===== src/rtl/mwc_trace_buf.sv =====
// Circular log of the most recent stores; reads are relative to the oldest entry held.
module mwc_trace_buf #(
    parameter int unsigned W     = 32,
    parameter int unsigned DEPTH = 8,
    localparam int unsigned PW   = $clog2(DEPTH)
) (
    input  logic          clk,
    input  logic          reset,
    input  logic          wr_en,
    input  logic [W-1:0]  wr_addr,
    input  logic [W-1:0]  wr_data,
    input  logic [PW-1:0] rd_idx,
    output logic [W-1:0]  rd_addr,
    output logic [W-1:0]  rd_data,
    output logic [PW:0]   count
);

    logic [W-1:0]  addr_q [DEPTH];
    logic [W-1:0]  data_q [DEPTH];
    logic [PW-1:0] wr_ptr_q;
    logic [PW:0]   count_q;
    logic [PW-1:0] oldest;
    logic [PW-1:0] rd_slot;
    logic          rd_valid;

    always_ff @(posedge clk) begin
        if (!reset) begin
            for (int i = 0; i < int'(DEPTH); i++) begin
                addr_q[i] <= '0;
                data_q[i] <= '0;
            end
            wr_ptr_q <= '0;
            count_q  <= '0;
        end else if (wr_en) begin
            addr_q[wr_ptr_q] <= wr_addr;
            data_q[wr_ptr_q] <= wr_data;
            wr_ptr_q         <= wr_ptr_q + PW'(1);
            if (count_q != (PW+1)'(DEPTH)) begin
                count_q <= count_q + (PW+1)'(1);
            end
        end
    end

    // When full, count truncates to 0 and the oldest slot is the write pointer itself.
    assign oldest   = wr_ptr_q - count_q[PW-1:0];
    assign rd_slot  = oldest + rd_idx;
    assign rd_valid = ({1'b0, rd_idx} < count_q);
    assign rd_addr  = rd_valid ? addr_q[rd_slot] : '0;
    assign rd_data  = rd_valid ? data_q[rd_slot] : '0;
    assign count    = count_q;

endmodule


===== config.mk =====
export PLATFORM = sky130hd
export DESIGN_NAME = mwc_trace_buf
export DESIGN_NICKNAME = d
export VERILOG_FILES = /design/src/rtl/mwc_trace_buf.sv
export SDC_FILE = /design/constraint.sdc
export NUM_CORES = 1
export LEC_CHECK = 0
export BUFFER_PORTS_ARGS = -buffer_cell sky130_fd_sc_hd__buf_4
export CAP_MARGIN = 15
export CORE_MARGIN = 10
export CORE_UTILIZATION = 55
export CTS_BUF_LIST = sky130_fd_sc_hd__clkbuf_4
export DETAILED_ROUTE_END_ITERATION = 8
export PLACE_DENSITY = 0.73
export SLEW_MARGIN = 20
export SYNTH_ARGS = -nofsm -noshare
export SYNTH_HDL_FRONTEND = slang
export SYNTH_SLANG_ARGS = --single-unit

===== constraint.sdc =====
create_clock -name clk -period 8.2 [get_ports clk]
set_input_delay 1.64 -clock clk [delete_from_list [all_inputs] [get_ports clk]]
set_output_delay 1.64 -clock clk [all_outputs]
set_load 0.05 [all_outputs]

# Yosys cells after proc, flatten, opt, wreduce, memory -nomap -nowiden
# Memory sizes are Yosys's and may differ from the RTL's.
# Cells that the tools add are included.
# totals
elab_cells	25
ramBits	512
out_inout_bits	68
inputBits	70
mem_count	2
reg_bits	7
# classes
mux	12
n_lt_le_gt_ge	1
n_eq_ne	1
reduce_logical	3
add_sub_neg	4
# memory_table
name	words	width	rd	rd_clocked_by_memory_dff	wr	line_no	text
addr_q	8	32	1	0	8	18	logic [W-1:0] addr_q [DEPTH];
data_q	8	32	1	0	8	19	logic [W-1:0] data_q [DEPTH];
# ops
cell	n
$mux W32	4
$reduce_or A32 Y1	2
$mux W1	6
$mux W3	2
$add A4 B1 Y4 const B	1
$lt A3 B4 Y1	1
$ne A4 B4 Y1 const B	1
$add A3 B1 Y3 const B	1
$add A3 B3 Y3	1
$sub A3 B3 Y3	1
$reduce_and A2 Y1	1

# Longest topological paths before layout
# Gate-level depths: netlist (run 1).
# logic_depth
word_depth	5
mapped_depth	11
depth_no_buf	10

# Worst setup path after synthesis (run 1)
# Ideal clock, no wire load.
# synth_timing
kind	input-to-reg
start	in wr_en
end	mem addr_q[3][0], enable pin
path_buffers	1
stages	3
path_slack_ns	1.127
arrival_time_ns	6.499
t_required_ns	7.626
setup_ns	0.574
cell_sequence	buf_2 nand2b_1 o21ai_0
# synth_rtl
element	line_no	text
from (decl)	9	input logic wr_en,
to (decl)	18	

# Worst setup path after layout (run 1)
# layout_timing
start	in rd_idx[1]
end	out rd_data[31]
# layout_via
elab_chain_len	3
elab_cells_between_ends	4
# layout_rtl
element	line_no	text
from (decl)	12	input logic [PW-1:0] rd_idx,
$add A3 B3 Y3	46	assign rd_slot = oldest + rd_idx;
$mem_v2 Z8 W32	--	
$mux W32 (*)	49	assign rd_data = rd_valid ? data_q[rd_slot] : '0;
to (decl)	14	output logic [W-1:0] rd_data,
# Every way passes the cells marked *; elsewhere a longest branch is shown, timed or not.

==> reports/summary.txt, run 1 <==
outcome - finished clean
Synth cell types - 29
Setup WS pre-CTS - 1.60 ns
die area - 51400 sq um
Die Width - 227 microns
hold_buf cts - 0
area grow syn2layout - 14.4%
Least-Margin Pin Slew - 1.14 ns
Die H - 227 microns
minimum clock period - 6.59 ns
Arr. time, crit path - 4.95 ns
Leakage Power - 0.0103 uW
Bufs on Longest Clock Path - 3
max capacitance violation total - 0
post-synth top area share - 65.4%
Fill cells - 3032
count of final hold-check violations - 0
# setup viols final - 0
flop and latch count out of synthesis - 519
Setup TNS - 0 ns
ys flop type - edfxtp_1
clock sinks - 519
vias in the first global route - 14100
YS warnings - 0
post-CTS setup buffer count - 0
drt total wl - 54900 microns
Mapped Nets - 1532
CP Class - input pin to output pin
Area contributors post-synth - edfxtp_1, and2_1, mux4_2, mux2i_1, a21oi_1
ys async rst share - 0%
most frequent CP cell - buf_4
worst clock skew - 0.0333 ns
Critical Path RT - 6.56 ns
largest net degree at the start of global routing - 66
Root Buffer - clkbuf_4
number of flops mapped to enable cells by yosys - 512
max-slew violations - 0
proportion of layout cells with a drive suffix above 1 - 29.6%
Hold Path Class - flop to flop
antenna-violating nets left - 0
Final Cycle Share - 80.3%
first-pass GRT wire length - 84400 microns
NumNets Final - 1736
RSZ-0062 raised after global routing - no
initial antenna violation count - 6
count of buffers from port buffering - 137
peak supply drop - 0.000125 V
Num CTS Buffers - 134
Worst path slowest cell - fa_4
core box area - 42100 sq um
setup ws final - 1.61 ns
TritonCTS clock tree - built
DRC - 0
power per cell area - 255 nW/um^2
sequential area share after synthesis - 66.0%
synthesized netlist cell count - 1453
post_cts resized - 0
most area-hungry cell type in the Yosys netlist - edfxtp_1
CTS clk-pin slew, worst paths - 0.06 ns
FP Rows - 75
slowest stage delay, CP - 1.31 ns
crit path launch type - input pin
Finished Core Util - 63.8%
most frequent cell after synthesis - and2_1
gr ovfl total - 0
Initial Utilization - 55.8%
first drt pass iteration count - 5
I/O pins - 138
worst path cell trace - buf_4, inv_1, fa_1, fa_4, buf_4, mux4_2, mux2i_1, a21oi_1, buf_4
Final Non-Filler Cells - 2298
GPL Wtd Cong - 0.735
Placed Cells - 2058
WL per Instance - 23.9 microns
initial drt markers - 1085
CTS H-tree depth - 4
relative slew slack - 24.2%
HPWL after DPL - 28100 microns
f_max - 0.152 GHz
syn_area_per_cell - 16.2 sq um
via/cell ratio - 5.75
Vias - 13200
Setup crit end kind - output pin
Total GRT Usage - 22.0%
Commonest cells post-synth - and2_1, edfxtp_1, mux4_2
maximum fanout along the worst path - 44
post-synthesis cell area - 23500 sq um
worst-skew pair later-pin latency - 0.84 ns
-- cell families after synthesis --
family                     share of synthesized area [%]
DFF                                                 66.0
and+or+nand+nor                                     14.3
adders and majority gates                          0.543
AOI/OAI and AO/OA                                   1.59
xor gates and xnor gates                           0.378
buffers and inverters                               2.13
muxes                                               15.0
-- metal layers --
layer	GRT usage (%)	vias up	routed length [microns]
met5	0	-	35
met2	34.9	503	26800
met3	4.94	95	4310
met1	29.6	6710	22600
met4	7.53	6	1030
li1	-	5890	-
-- stage by stage --
| stage | instance area (sq um) | power (uW) | hold slack [ns] |
|---|---|---|---|
| after floorplan | 23500 | 4310 | 0.536 |
| after global placement | 25100 | 4740 | 0.551 |
| after detailed placement | 25100 | 4750 | 0.579 |
| after CTS | 26800 | 6940 | 0.588 |
| after global routing | 26900 | 7180 | 0.627 |
| final | 26900 | 6870 | 0.586 |
-- layout by cell type, fill, tap and decap left out, drive strengths merged, types with 7 or more instances in the layout --
cell type	count
dfxtp	7
clkinv	36
mux2i	65
edfxtp	512
inv	16
a21oi	64
clkbuf	190
mux4	128
ha	7
and2	517
buf	168
-- flip-flops by register name (all words and copies together), names as in the netlist --
signal and flops:
addr_q 256, wr_ptr_q 3, data_q 256, count 4
-- power by group --
group / switching [uW] / total [uW] / leakage [uW] / internal [uW]
sequential: 33.0 / 3070 / 0.00536 / 3040
combinational: 941 / 1610 / 0.00391 / 667
clock: 1030 / 2190 / 0.00101 / 1160
total: 2000 / 6870 / 0.0103 / 4870
-- worst paths after layout --
check	slack, ns	from	cells past startpoint	end
min	0.59	count[1]	2	count[1]
min reg2reg	0.59	count[1]	2	count[1]
max	1.61	rd_idx[1]	9	rd_data[31]
max reg2reg	4.81	wr_ptr_q[2]	5	data_q[2][29]
-- worst max-delay path: cells and delay by family --
| family | cells | cell delay [ns] |
|---|---|---|
| muxes | 2 | 0.65 |
| adders and majority gates | 2 | 1.80 |
| buffers and inverters | 4 | 0.77 |
| AOI/OAI and AO/OA | 1 | 0.07 |
-- layout make-up --
type                            instances  area [sq um]  area share (%)
Inverter                                9          33.8           0.126
Timing Repair Buffer                  168          1340            4.97
Sequential cell                       519         15500            57.7
Antenna cell                            2          5.00          0.0186
Tap cell                              539           674            2.51
Multi-Input combinational cell        825          7640            28.4
Clock buffer                          190          1430            5.31
Clock inverter                         46           255           0.950
Note: power is estimated with default switching activity, not from simulation.
==> run 2, diff against run 1 <==
ABC_AREA = 1   (was unset)
clock period = 6.3 ns   (was 8.2 ns; I/O delays follow)
==> reports/summary.txt, run 2 <==
sequential area share after synthesis - 65.3%
commonest non-fill, non-tap cell in the layout - nand2_1
post-synthesis cell area - 23800 sq um
CP Class - input pin to output pin
area grow syn2layout - 12.3%
Setup TNS - 0 ns
Num CTS Buffers - 132
Min Hold Slack - 0.543 ns
f_max - 0.180 GHz
GR Util met2 - 41.1%
flop2flop setup slack - 3.93 ns
Commonest cells post-synth - nand2_1, nor2_1, edfxtp_1
count of final hold-check violations - 0
Total GRT Usage - 24.3%
GPL Wtd Cong - 0.780
Leakage Power - 0.0115 uW
ys async rst share - 0%
post_cts resized - 0
Hold Path Class - flop to flop
# setup viols final - 0
Arr. time, crit path - 4.28 ns
Least-Margin Pin Slew - 1.08 ns
drt total wl - 64500 microns
GR Layer Usage met1 - 29.6%
global routing's busiest layer - met2
buffers and inverters on the worst path - 4
post-synth top area share - 64.7%
gr ovfl total - 0
Worst path slowest cell - fa_1
Clock power frac - 29.0%
GR met3 Demand/Resource - 5.11%
I/O pins - 138
syn_area_per_cell - 9.46 sq um
worst clock skew - 0.0298 ns
slowest stage delay, CP - 0.51 ns
CTS clk-pin slew, worst paths - 0.06 ns
Vias - 18500
minimum clock period - 5.54 ns
hold_buf cts - 0
P_int - 6100 uW
antenna-violating nets left - 0
worst path cell trace - buf_4, inv_1, fa_1, fa_4, xnor2_1, nand2_2, nand2_4, buf_12, nand2_1, nand2_1, nor2_1, buf_4
ys flop type - edfxtp_1
TritonCTS clock tree - built
Final Cycle Share - 88.0%
RR Startpoint - wr_ptr_q[0]
HPWL after DPL - 31200 microns
Initial Utilization - 55.4%
setup ws final - 0.757 ns
NumNets Final - 2722
peak supply drop - 0.000262 V
Area contributors post-synth - edfxtp_1, nand2_1, nor2_1, nand3_1, buf_2
Root Buffer - clkbuf_4
first-pass GRT wire length - 99600 microns
crit path launch type - input pin
switching pwr - 3280 uW
worst-skew pair later-pin latency - 0.85 ns
max capacitance violation total - 0
Logic pwr share - 28.4%
FP Rows - 76
Die Width - 228 microns
most frequent cell after synthesis - nand2_1
proportion of layout cells with a drive suffix above 1 - 14.4%
initial antenna violation count - 3
Crit path max-delay family - simple AND/OR/NAND/NOR gates
die area - 51900 sq um
largest net degree at the start of global routing - 257
CTS H-tree depth - 4
maximum fanout along the worst path - 42
sequential share of power - 42.6%
flop and latch count out of synthesis - 519
switch share - 35.0%
vias in the first global route - 18200
Bufs on Longest Clock Path - 3
Synth cell types - 23
outcome - finished clean
commonest cells after routing, fill and taps aside - nand2_1, nor2_1, edfxtp_1, nand3_1, clkbuf_4
number of flops mapped to enable cells by yosys - 512
RSZ-0062 raised after global routing - no
Critical Path RT - 5.04 ns
most area-hungry cell type in the Yosys netlist - edfxtp_1
first drt pass iteration count - 6
Setup crit end kind - output pin
post-CTS setup buffer count - 0
relative slew slack - 28.1%
synthesized netlist cell count - 2512
CP startpoint - rd_idx[1]
clock sinks - 519
WL per Instance - 19.4 microns
initial drt markers - 2147
Setup WS pre-CTS - 0.801 ns
power per cell area - 351 nW/um^2
DRC - 0
Mapped Nets - 2591
count of buffers from port buffering - 137
YS warnings - 0
via/cell ratio - 5.59
max-slew violations - 0
Die H - 228 microns
core box area - 42900 sq um
Hold Startpoint - count[3]
## run 2: cell types whose count changed after synthesis, moves of 11 or more
cell / before / now
a21oi_1: 64 / 5
and2_1: 517 / 0
buf_1: 1 / 12
buf_2: 16 / 115
clkbuf_1: 76 / 27
inv_1: 8 / 87
mux2i_1: 65 / 0
mux4_2: 128 / 0
nand2_1: 5 / 803
nand3_1: 5 / 322
nor2_1: 6 / 581
## run 2: worst paths after layout
| path | to | cells past startpoint |
|---|---|---|
| max reg2reg | data_q[1][21] | 5 |
| min | count[3] | 2 |
| min reg2reg | count[3] | 2 |
| max | rd_addr[1] | 12 |
## run 2: through the flow
| stage | utilization (%) | total power, uW | cells | area, sq um |
|---|---|---|---|---|
| 2_1_floorplan | - | 5920 | 2512 | 23800 |
| 3_3_place_gp | 58.5 | 6670 | 3093 | 25100 |
| 3_5_place_dp | 58.5 | 6710 | 3093 | 25100 |
| 4_1_cts | 62.1 | 9390 | 3312 | 26600 |
| 5_1_grt | 62.2 | 9840 | 3314 | 26700 |
| 6_report | 62.3 | 9380 | 3316 | 26700 |
## run 2: area by class of cell
class	instances	area, sq um
multi-input combinational	1736	7200
clock inverter	24	96.3
sequential	519	15500
timing repair buffer	165	1350
clock buffer	195	1460
fill	3544	16200
inverter	89	342
tap	585	732
antenna	3	7.51
## run 2: cells by family after synthesis
logic type	synth area share [%]
and+or+nand+nor	28.8
AOI/OAI and AO/OA	0.284
DFF	65.3
buffers and inverters	5.01
xor gates and xnor gates	0.0737
adders and majority gates	0.537
## run 2: power by group through the flow
| stage | Sequential (uW) | Clock (uW) | Combinational (uW) |
|---|---|---|---|
| after floorplan | 4070 | 0 | 1850 |
| after global placement | 4060 | 0 | 2610 |
| after detailed placement | 4070 | 0 | 2640 |
| after CTS | 4000 | 2750 | 2650 |
| after global routing | 4010 | 2940 | 2890 |
| final | 3990 | 2720 | 2660 |
## run 2: worst reg2reg max path: stages, from the launching register on
cell and delay, ns:
dfxtp_1 0.41, inv_1 0.09, nor2_2 0.27, nand2_2 0.12, nand2_4 0.69, buf_4 0.45
## run 2: metal layers
layer  routed length, microns  vias up
li1                         -     8547
met1                    24200     8804
met2                    31700     1014
met3                     6610      181
met4                     1940        0
met5                        0        -
==> run 3, diff against run 2 <==
clock period = 7.1 ns   (was 6.3 ns; I/O delays follow)
==> reports/summary.txt, run 3 (synthesis gave the netlist of run 2 again) <==
outcome - finished clean
largest net degree at the start of global routing - 214
maximum fanout along the worst path - 65
P_int - 5540 uW
Bufs on Longest Clock Path - 3
commonest non-fill, non-tap cell in the layout - nand2_1
max capacitance violation total - 0
buffers and inverters on the worst path - 5
CTS H-tree depth - 4
Root Buffer - clkbuf_4
Logic pwr share - 27.7%
Worst path slowest cell - inv_4
Setup WS pre-CTS - 1.09 ns
crit path launch type - input pin
Die H - 228 microns
NumNets Final - 2719
Total GRT Usage - 25.0%
core box area - 42900 sq um
Final Cycle Share - 84.2%
Worst setup endpoint - rd_addr[28]
peak supply drop - 0.000244 V
relative slew slack - 24.6%
clock sinks - 519
antenna-violating nets left - 0
drt total wl - 66400 microns
I/O pins - 138
count of final hold-check violations - 0
first drt pass iteration count - 5
worst-skew pair later-pin latency - 0.85 ns
post-CTS setup buffer count - 0
flop2flop setup slack - 4.07 ns
area grow syn2layout - 12.5%
FP Rows - 76
GPL Wtd Cong - 0.793
Hold Path Class - flop to flop
gr ovfl total - 0
setup ws final - 1.12 ns
HPWL after DPL - 31000 microns
Die Width - 228 microns
Setup crit end kind - output pin
DRC - 0
slowest stage delay, CP - 0.70 ns
power per cell area - 317 nW/um^2
Vias - 18700
hold_buf cts - 0
sequential share of power - 41.8%
CP Class - input pin to output pin
switch share - 34.5%
first-pass GRT wire length - 102000 microns
Setup TNS - 0 ns
WL per Instance - 20.0 microns
Num CTS Buffers - 133
worst clock skew - 0.0376 ns
f_max - 0.167 GHz
Final Non-Filler Cells - 3313
path depth of the worst reg2reg path - 6
Arr. time, crit path - 4.56 ns
Initial Utilization - 55.4%
commonest cells after routing, fill and taps aside - nand2_1, nor2_1, edfxtp_1, nand3_1, clkbuf_4
max-slew violations - 0
most frequent CP cell - buf_4
switching pwr - 2930 uW
# setup viols final - 0
CTS clk-pin slew, worst paths - 0.07 ns
initial drt markers - 1951
Least-Margin Pin Slew - 1.13 ns
post_cts resized - 0
reg-to-reg endpoint - data_q[3][5]
RSZ-0062 raised after global routing - no
Crit path max-delay family - buffers and inverters
Critical Path RT - 5.68 ns
proportion of layout cells with a drive suffix above 1 - 14.3%
Leakage Power - 0.0116 uW
count of buffers from port buffering - 137
minimum clock period - 5.98 ns
via/cell ratio - 5.65
TritonCTS clock tree - built
CP startpoint - rd_idx[1]
worst path cell trace - buf_4, inv_1, fa_1, fa_4, inv_4, buf_4, nand3_1, nand2_1, nand3_1, nand2_1, nor2_1, buf_4
Critical Path Stages - 12
die area - 51900 sq um
Clock power frac - 30.4%
RR Startpoint - wr_ptr_q[1]
vias in the first global route - 18700
initial antenna violation count - 2
Placed Cells - 3090
## run 3: worst min path at each step
| stage | from | endpoint | slack, ns | cells past startpoint |
|---|---|---|---|---|
| floorplan | wr_ptr_q[0] | wr_ptr_q[0] | 0.49 | 1 |
| global placement | count[3] | count[3] | 0.50 | 2 |
| detailed placement | count[3] | count[3] | 0.51 | 2 |
| CTS | count[3] | count[3] | 0.53 | 2 |
| global route | count[3] | count[3] | 0.56 | 2 |
| finish | count[3] | count[3] | 0.52 | 2 |
## run 3: power by group through the flow
stage | clock network, uW | logic, uW | registers (uW)
finish | 2580 | 2350 | 3540
global route | 2760 | 2560 | 3550
CTS | 2610 | 2340 | 3540
detailed placement | 0 | 2330 | 3610
global placement | 0 | 2300 | 3600
floorplan | 0 | 1640 | 3610
## run 3: cell type report
cell class                      count  area [sq um]
Fill cell                        3500         16200
Sequential cell                   519         15500
Multi-Input combinational cell   1736          7190
Clock buffer                      189          1420
Timing Repair Buffer              161          1270
Tap cell                          585           732
Inverter                           89           342
Clock inverter                     32           258
Antenna cell                        2          5.00
## run 3: per-stage QoR
step	power, uW	hold WS [ns]	area (sq um)	utilization (%)
2_1_floorplan	5250	0.493	23800	-
3_3_place_gp	5910	0.500	25000	58.3
3_5_place_dp	5940	0.513	25000	58.3
4_1_cts	8490	0.525	26700	62.3
5_1_grt	8880	0.556	26700	62.3
6_report	8470	0.523	26700	62.3
## run 3: worst register-to-register path, delay by kind of cell (launching register included)
family	cells	cell delay, ns
AND/OR/NAND/NOR	3	0.80
flip-flops	1	0.35
buffers and inverters	3	1.53
## run 3: per-layer routing
layer	part of all wire, %	GRT usage, %	wire length [microns]	vias to the layer above
met5	0	0	0	-
met4	2.8	11.9	1850	0
met3	11	4.85	7200	158
met2	48	40.5	31800	1128
met1	38	32.0	25600	8867
li1	-	-	-	8553
